--- config.mk ---
export PLATFORM = sky130hd
export DESIGN_NAME = mpmc9_ch_arbiter_flat
export DESIGN_NICKNAME = d
export VERILOG_FILES = /design/src/rtl/mpmc9_ch_arbiter_if.sv /design/src/rtl/mpmc9_ch_arbiter.sv /design/src/flat_wrapper.sv
export SDC_FILE = /design/constraint.sdc
export NUM_CORES = 1
export LEC_CHECK = 0
export CAP_MARGIN = 0
export CORE_UTILIZATION = 40
export CTS_CLUSTER_DIAMETER = 120
export DETAILED_ROUTE_END_ITERATION = 10
export PLACE_DENSITY_LB_ADDON = 0.25
export SLEW_MARGIN = 20
export SYNTH_ARGS = -nofsm -noshare
export SYNTH_HDL_FRONTEND = slang
export SYNTH_SLANG_ARGS = --single-unit
--- constraint.sdc ---
create_clock -name clk -period 6.5 [get_ports clk]
set_input_delay 1.95 -clock clk [delete_from_list [all_inputs] [get_ports clk]]
set_output_delay 1.95 -clock clk [all_outputs]
set_load 0.02 [all_outputs]
--- src/rtl/mpmc9_ch_arbiter_if.sv ---
// mpmc9 channel arbiter bus: requests and controller status in,
// grant code, one-hot grant, start strobe and busy out.
interface mpmc9_ch_arbiter_if #(
  parameter int NCH = 8
);
  logic [NCH-1:0] req;
  logic           mem_ready;
  logic           done;
  logic [3:0]     ch;
  logic [NCH-1:0] gnt;
  logic           start;
  logic           busy;

  // controller / port side
  modport master (
    output req, mem_ready, done,
    input  ch, gnt, start, busy
  );

  // arbiter side
  modport slave (
    input  req, mem_ready, done,
    output ch, gnt, start, busy
  );
endinterface

--- src/rtl/mpmc9_ch_arbiter.sv ---
// Round-robin channel arbiter for the eight mpmc9 memory ports.
// Define MPMC9_STARVE_EN to add starvation-priority override.
module mpmc9_ch_arbiter #(
  parameter int         NCH          = 8,
  parameter int         STARVE_LIMIT = 64,
  parameter logic [3:0] IDLE_CH      = 4'hF
) (
  input logic               clk,
  input logic               rst,
  mpmc9_ch_arbiter_if.slave bus
);

  typedef enum logic [1:0] {
    A_IDLE,
    A_SETUP,
    A_BUSY
  } state_t;

  state_t         r_state;
  logic [2:0]     r_rr;
  logic [3:0]     r_ch;
  logic [NCH-1:0] r_gnt;
  logic           r_start;
  logic           r_busy;

  logic [2*NCH-1:0] w_req2;
  logic [NCH-1:0]   w_rot;
  logic [2:0]       w_off;
  logic [3:0]       w_sum;
  logic [2:0]       w_rr_win;
  logic [2:0]       w_win;
  logic [2:0]       w_nxt_rr;

  // rotate requests so bit 0 is the channel at the rr pointer
  always_comb begin
    w_req2 = {bus.req, bus.req};
    w_rot  = NCH'(w_req2 >> r_rr);
  end

  // first set bit of the rotated vector, mapped back to a channel
  always_comb begin
    w_off = '0;
    for (int i = NCH - 1; i >= 0; i--) begin
      if (w_rot[i]) w_off = 3'(i);
    end
    w_sum    = {1'b0, r_rr} + {1'b0, w_off};
    w_rr_win = (w_sum >= 4'(NCH)) ? 3'(w_sum - 4'(NCH))
                                  : w_sum[2:0];
  end

  // pointer after the current owner, wrapping at NCH
  always_comb begin
    w_nxt_rr = (r_ch[2:0] == 3'(NCH - 1)) ? 3'd0
                                          : r_ch[2:0] + 3'd1;
  end

`ifdef MPMC9_STARVE_EN
  localparam int CW = $clog2(STARVE_LIMIT) + 1;

  logic [CW-1:0]  r_cnt [NCH];
  logic [NCH-1:0] w_starved;
  logic [2:0]     w_st_win;

  // a channel is starved only while it is still requesting
  always_comb begin
    w_starved = '0;
    for (int i = 0; i < NCH; i++) begin
      w_starved[i] = bus.req[i] &&
                     (r_cnt[i] >= CW'(STARVE_LIMIT));
    end
  end

  // lowest starved index takes priority
  always_comb begin
    w_st_win = '0;
    for (int i = NCH - 1; i >= 0; i--) begin
      if (w_starved[i]) w_st_win = 3'(i);
    end
  end

  assign w_win = (|w_starved) ? w_st_win : w_rr_win;

  // saturating wait counters, cleared on grant or idle request
  always_ff @(posedge clk or posedge rst) begin
    if (rst) begin
      for (int i = 0; i < NCH; i++) r_cnt[i] <= '0;
    end else begin
      for (int i = 0; i < NCH; i++) begin
        if (!bus.req[i] || r_gnt[i])
          r_cnt[i] <= '0;
        else if (r_cnt[i] < CW'(STARVE_LIMIT))
          r_cnt[i] <= r_cnt[i] + 1'b1;
      end
    end
  end
`else
  logic w_unused_cfg;

  assign w_win        = w_rr_win;
  assign w_unused_cfg = |STARVE_LIMIT;
`endif

  // arbitration FSM with registered grant outputs
  always_ff @(posedge clk or posedge rst) begin
    if (rst) begin
      r_state <= A_IDLE;
      r_rr    <= '0;
      r_ch    <= IDLE_CH;
      r_gnt   <= '0;
      r_start <= 1'b0;
      r_busy  <= 1'b0;
    end else begin
      unique case (r_state)
        A_IDLE: begin
          r_start <= 1'b0;
          if (bus.mem_ready && |bus.req) begin
            r_ch    <= {1'b0, w_win};
            r_gnt   <= NCH'(1) << w_win;
            r_busy  <= 1'b1;
            r_state <= A_SETUP;
          end
        end
        A_SETUP: begin
          r_start <= 1'b1;
          r_state <= A_BUSY;
        end
        A_BUSY: begin
          r_start <= 1'b0;
          // done coincident with the start strobe is not honoured
          if (bus.done && !r_start) begin
            r_ch    <= IDLE_CH;
            r_gnt   <= '0;
            r_busy  <= 1'b0;
            r_rr    <= w_nxt_rr;
            r_state <= A_IDLE;
          end
        end
        default: begin
          r_state <= A_IDLE;
        end
      endcase
    end
  end

  assign bus.ch    = r_ch;
  assign bus.gnt   = r_gnt;
  assign bus.start = r_start;
  assign bus.busy  = r_busy;

endmodule

--- src/flat_wrapper.sv ---
// flat-port wrapper written by rule: the top's interface ports become plain ports
module mpmc9_ch_arbiter_flat 
#(
  parameter int         NCH          = 8,
  parameter int         STARVE_LIMIT = 64,
  parameter logic [3:0] IDLE_CH      = 4'hF
)
  (clk, rst, bus_req, bus_mem_ready, bus_done, bus_ch, bus_gnt, bus_start, bus_busy);
  mpmc9_ch_arbiter_if #(.NCH(NCH)) bus_i ();
  input logic clk;
  input logic rst;
  input wire logic [$bits(bus_i.req)-1:0] bus_req;
  input wire logic [$bits(bus_i.mem_ready)-1:0] bus_mem_ready;
  input wire logic [$bits(bus_i.done)-1:0] bus_done;
  output wire logic [$bits(bus_i.ch)-1:0] bus_ch;
  output wire logic [$bits(bus_i.gnt)-1:0] bus_gnt;
  output wire logic [$bits(bus_i.start)-1:0] bus_start;
  output wire logic [$bits(bus_i.busy)-1:0] bus_busy;
  assign bus_i.req = bus_req;
  assign bus_i.mem_ready = bus_mem_ready;
  assign bus_i.done = bus_done;
  assign bus_ch = bus_i.ch;
  assign bus_gnt = bus_i.gnt;
  assign bus_start = bus_i.start;
  assign bus_busy = bus_i.busy;
  mpmc9_ch_arbiter #(.NCH(NCH), .STARVE_LIMIT(STARVE_LIMIT), .IDLE_CH(IDLE_CH)) u_core (.clk(clk), .rst(rst), .bus(bus_i));
endmodule
# --- Word level (Yosys, flattened, before mapping) ---
# Cells that the tools add are included.
# W data, S select, Z words.
totals:
  ff_bits: 19
  input_bits: 12
classes:
  add_sub_neg: 3
  n_lt_le_gt_ge: 1
  n_eq_ne: 5
  n_shift: 2
  mux: 23
  reduce_logical: 11
op_table:
  columns: ["op", "n"]
  rows:
  - ["$mux W3", 10]
  - ["$mux W8", 2]
  - ["$pmux W8 S2", 1]
  - ["$shr A16 B3 Y8", 1]
  - ["$mux W4", 2]
  - ["$pmux W4 S2", 1]
  - ["$reduce_or A8 Y1", 1]
  - ["$shl A1 B3 Y8 const A", 1]
  - ["$pmux W2 S3", 1]
  - ["$add A3 B3 Y4", 1]
  - ["$ge A4 B4 Y1 const B", 1]
  - ["$mux W2", 2]
  - ["$ne A2 B1 Y1 const B", 2]
  - ["$pmux W1 S2", 2]
  - ["$reduce_and A2 Y1", 2]
  - ["$reduce_bool A2 Y1", 2]
  - ["$add A3 B1 Y3 const B", 1]
  - ["$eq A3 B3 Y1 const B", 1]
  - ["$reduce_and A3 Y1", 1]
  - ["$sub A3 B1 Y3 const B", 1]
  - ["$eq A2 B1 Y1 const B", 1]
  - ["$eq A2 B2 Y1 const B", 1]
  - ["$logic_and A1 B1 Y1", 2]
  - ["$logic_not A2 Y1", 1]
  - ["3 further kinds", 4]

# --- Longest topological paths before layout ---
logic_depth:
  word_depth: 15
  depth_mapped: 16

# --- Worst setup path after synthesis ---
# Ideal clock, no wire load.
synth_timing:
  kind: "input -> register"
  from: "input bus_req[6]"
  to: "register u_core.r_gnt[3], in the netlist u_core.bus.gnt[3]"
  setup_time_ns: 0.118
  arrival_ns: 4.342
  setup_slack_ns: 2.040
  stages: 13
  path_cell_list: "mux2_1 > mux2_2 > a2111oi_0 > a31oi_1 > a21oi_1 > ha_1 > inv_1 > fa_1 > buf_1 > nor2_1 > nand3_1 > mux2i_1 > a21o_1"
synth_via:
  elab_chain_len: 15
  word_cells_on_any_way: 20
  classes_between: "add/sub: 2; order compare: 1; eq/ne: 1; shift: 2; mux: 11; reduce/logical: 3"
synth_lines:
  columns: ["element", "line", "rtl"]
  rows:
  - ["from (decl)", "flat_wrapper.sv:12", "input wire logic [$bits(bus_i.req)-1:0] bus_req;"]
  - ["$shr A16 B3 Y8", "mpmc9_ch_arbiter.sv:37", "w_rot = NCH'(w_req2 >> r_rr);"]
  - ["$mux W3 (8 in series)", "mpmc9_ch_arbiter.sv:44", "if (w_rot[i]) w_off = 3'(i);"]
  - ["$add A3 B3 Y4", "mpmc9_ch_arbiter.sv:46", "w_sum = {1'b0, r_rr} + {1'b0, w_off};"]
  - ["$ge A4 B4 Y1 / $sub A3 B1 Y3 (equally long branches)", "mpmc9_ch_arbiter.sv:47", "w_rr_win = (w_sum >= 4'(NCH)) ? 3'(w_sum - 4'(NCH))"]
  - ["$mux W3", "mpmc9_ch_arbiter.sv:47", null]
  - ["$shl A1 B3 Y8", "mpmc9_ch_arbiter.sv:118", "r_gnt <= NCH'(1) << w_win;"]
  - ["$mux W8", "mpmc9_ch_arbiter.sv:116", "if (bus.mem_ready && |bus.req) begin"]
  - ["$pmux W8 S2", "mpmc9_ch_arbiter.sv:113", "unique case (r_state)"]
  - ["to (signal assigned)", "mpmc9_ch_arbiter.sv:118", null]
  - ["to (decl)", "mpmc9_ch_arbiter.sv:22", "logic [NCH-1:0] r_gnt;"]
# Several ways; a longest one is shown, not always the timed one. The select of a mux whose other input is x is not followed.
# A chain may end at the register's enable or synchronous reset.

# --- Worst setup path after layout ---
layout_timing:
  from: "input bus_req[0]"
  to: "register u_core.r_gnt[3], in the netlist u_core.bus.gnt[3]"
# The elaborated chain is that of the path after synthesis.

==> metrics.md <==
| Metric | Value |
|---|---|
| Status | `finished clean` |
| Crit path DAT | `5.09 ns` |
| CTS max path bufs | `2` |
| Seq pwr share | `0.314` |
| Diode count | `0` |
| Most area-consuming cells after synthesis | `dfrtp_1 27%, mux2i_1 10%, dfstp_2 7.5%, nand2_1 4.3%, mux2_1 3.2%` |
| Int Pwr | `0.423 mW` |
| Critical path fanouts, max | `9` |
| # clock sinks | `19` |
| Slew @ Worst Pin | `0.969 ns` |
| Critical-path top delay cell | `fa_1` |
| Yosys top cell by area | `dfrtp_1` |
| TritonRoute pass-1 iters | `4` |
| Place WS | `1.33 ns` |
| Port buffer count | `25` |
| Switch share | `0.465` |
| Total GRT Usage | `0.192` |
| CTS clk-pin slew, worst paths | `0.11 ns` |
| Final wirelength | `3190 µm` |
| Drt wl/cell | `14.4 µm` |
| Most frequent cells in the layout | `25 x clkdlybuf4s50_1, 16 x nand2_1, 15 x dfrtp_1` |
| Worst-Skew Late Latency | `0.29 ns` |
| Row count | `21` |
| Die Span X | `61.2 µm` |
| CP max stage delay | `0.67 ns` |
| Gp weighted congestion | `0.872` |
| Fin crit share | `0.752` |
| Register area share after synthesis | `0.343` |
| Initial Utilization | `0.420` |
| Leakage | `0.708 nW` |
| IO Count | `26` |
| # hold bufs at CTS | `0` |
| Via count | `1252` |
| GRT busiest layer | `met2` |
| Worst setup EP type | `flip-flop` |
| # Post-CTS Setup Buffers | `0` |
| Gate Count Post-Synth | `153` |
| Multi-input logic area | `848 µm²` |
| Post-synth ARST share | `1.00` |
| Tmin final | `4.89 ns` |
| Yosys reg bits | `19` |
| Kind of cell adding the most delay to the critical path | `adder cells` |
| Met2 usage | `0.311` |
| GRT overflow | `0` |
| DIE AREA | `0.00375 mm²` |
| Core area | `0.00334 mm²` |
| Nets | `193` |
| Critical Path Source Type | `primary input` |
| Number of H-tree levels | `1` |
| Setup Total Neg Slack | `0 ns` |
| Die height | `61.2 µm` |
| Drt drc | `0` |
| Max Clk Rate | `205 MHz` |
| Vias in the first global route | `1167` |
| CTS tree | `done` |
| Clock share of power | `0.074` |
| EDFF count, synth | `0` |
| Met1 usage in global routing | `0.262` |
| Leading cell type in the layout, fill and taps excluded | `clkdlybuf4s50_1` |
| Largest net degree at the start of global routing | `25` |
| WS Path Type | `in2reg` |
| Distinct cells, synth | `48` |
| Max Slew Vio Count | `0` |
| Setup slack after layout | `1.61 ns` |
| Fillcell total | `322` |
| CP bufs+invs | `2` |
| Vias/cell | `5.64` |
| First-pass GRT wire length | `5260 µm` |
| Worst-path cell chain | `clkdlybuf4s50_1 > mux2_1 > mux2i_1 > mux2i_1 > a2111oi_0 > a31oi_1 > a21oi_1 > ha_1 > inv_1 > fa_1 > nor2_1 > nand3_1 > mux2i_1 > a21o_1` |
| Setup violators final | `0` |
| Met3 Track Usage GR | `0.0252` |
| CTS resizes | `0` |
| Final clock skew | `0.00620 ns` |
| P&R area growth vs syn | `21.6%` |
| RSZ-0062 raised after global routing | `false` |
| Initial DRC Count | `110` |
| Most used DFF post-synth | `dfrtp_1` |
| Share of layout cells above drive strength 1 | `0.0966` |
| Avg Cell Area, Syn | `9.17 µm²` |
| ANT nets after route | `0` |
| Cell mode on critical path | `mux2i_1` |
| Yosys Warn Count | `0` |
| Total CTS buffers | `3` |
| Hpwl dp | `2370 µm` |
| Root buf cell | `clkbuf_4` |
| Reg2Reg Setup Slack | `2.99 ns` |
| Syn Nets | `169` |
| Cell area power density | `464 mW/mm²` |
| Final hold violations | `0` |
| Cell Area, Synth | `0.00140 mm²` |
| Yosys top cell area share | `0.268` |
| Comb power frac | `0.612` |
| Worst vdd ir | `0.000266 V` |
| Maxcap violations | `0` |
| Antenna violations before repair | `0` |
| Critical Path RT | `6.70 ns` |
| Worst Hold Class | `reg2reg` |
| Register Area | `480 µm²` |
| Slew HR | `0.345` |
| Sw Pwr | `0.369 mW` |
## Yosys cell counts, drive strengths merged (3+ instances only)
cell type / number
nor2b: 3
mux2i: 14
mux2: 7
nor2: 11
a21oi: 8
nand4b: 3
ha: 3
o21ai: 10
dfrtp: 15
a21o: 5
dfstp: 4
inv: 9
nand2: 16
o31ai: 3
buf: 5
nor3: 5
## kinds of logic (layout without fill, tap and decap cells)
logic type | Yosys count | count (layout) | synth area share
xor+xnor | 1 | 1 | 0.0116
fa+ha+maj | 5 | 5 | 0.0491
compound gates | 42 | 42 | 0.211
flops | 19 | 19 | 0.343
simple gates | 49 | 49 | 0.178
mux | 21 | 21 | 0.156
buf+inv | 16 | 39 | 0.0526
## power groups by stage
stage / clock network (mW) / registers, mW / logic, mW
3_3_place_gp: 0 / 0.247 / 0.472
3_5_place_dp: 0 / 0.250 / 0.481
6_report: 0.0583 / 0.249 / 0.485
5_1_grt: 0.0668 / 0.258 / 0.539
4_1_cts: 0.0625 / 0.249 / 0.486
2_1_floorplan: 0 / 0.247 / 0.347
## per-layer routing
layer	up-vias	wire (µm)
li1	613	-
met1	594	1510
met2	43	1520
met3	2	143
met4	0	21
met5	-	0
## per-stage QoR
step	power [mW]	cell area (µm²)	utilization	cells	hold WS, ns
after CTS	0.797	1710	0.511	222	0.497
after floorplan	0.594	1400	-	153	0.495
after detailed placement	0.731	1680	0.503	218	0.469
after global routing	0.864	1710	0.511	222	0.511
final	0.792	1710	0.511	222	0.491
after global placement	0.719	1680	0.503	218	0.461
## registers in the layout, summed over array words and instances (netlist names)
register,count
u_core.bus.gnt,8
u_core.bus.ch,4
u_core.r_rr,3
u_core.r_state,2
u_core.bus.busy,1
u_core.bus.start,1
## worst register-to-register path: cells and delay by family (launching register included)
family | cells | cell delay (ns)
buffers and inverters | 1 | 0.05
multiplexers | 4 | 0.78
adder cells (fa/ha/maj) | 2 | 0.83
AO/OA/AOI/OAI | 4 | 0.77
flip-flops | 1 | 0.78
AND/OR/NAND/NOR | 2 | 0.19
## layout make-up
| type | instances | area share |
|---|---|---|
| clock buffer | 3 | 0.0132 |
| clock inverter | 1 | 0.00293 |
| inverter | 9 | 0.0198 |
| multi-input combinational | 118 | 0.497 |
| sequential | 19 | 0.282 |
| tap | 46 | 0.0337 |
| timing repair buffer | 26 | 0.151 |
## worst paths after layout
kind                                   startpoint                end  cells after the start
worst max-delay path                   bus_req[0]  u_core.bus.gnt[3]                     14
worst min-delay path            u_core.bus.gnt[3]  u_core.bus.gnt[3]                      1
worst max register to register     u_core.r_rr[1]  u_core.bus.gnt[3]                     13
worst min register to register  u_core.bus.gnt[3]  u_core.bus.gnt[3]                      1
max in group asynchronous                     rst     u_core.r_rr[0]                      2
min in group asynchronous                     rst  u_core.bus.gnt[6]                      2
(Power assumes the default switching activity.)
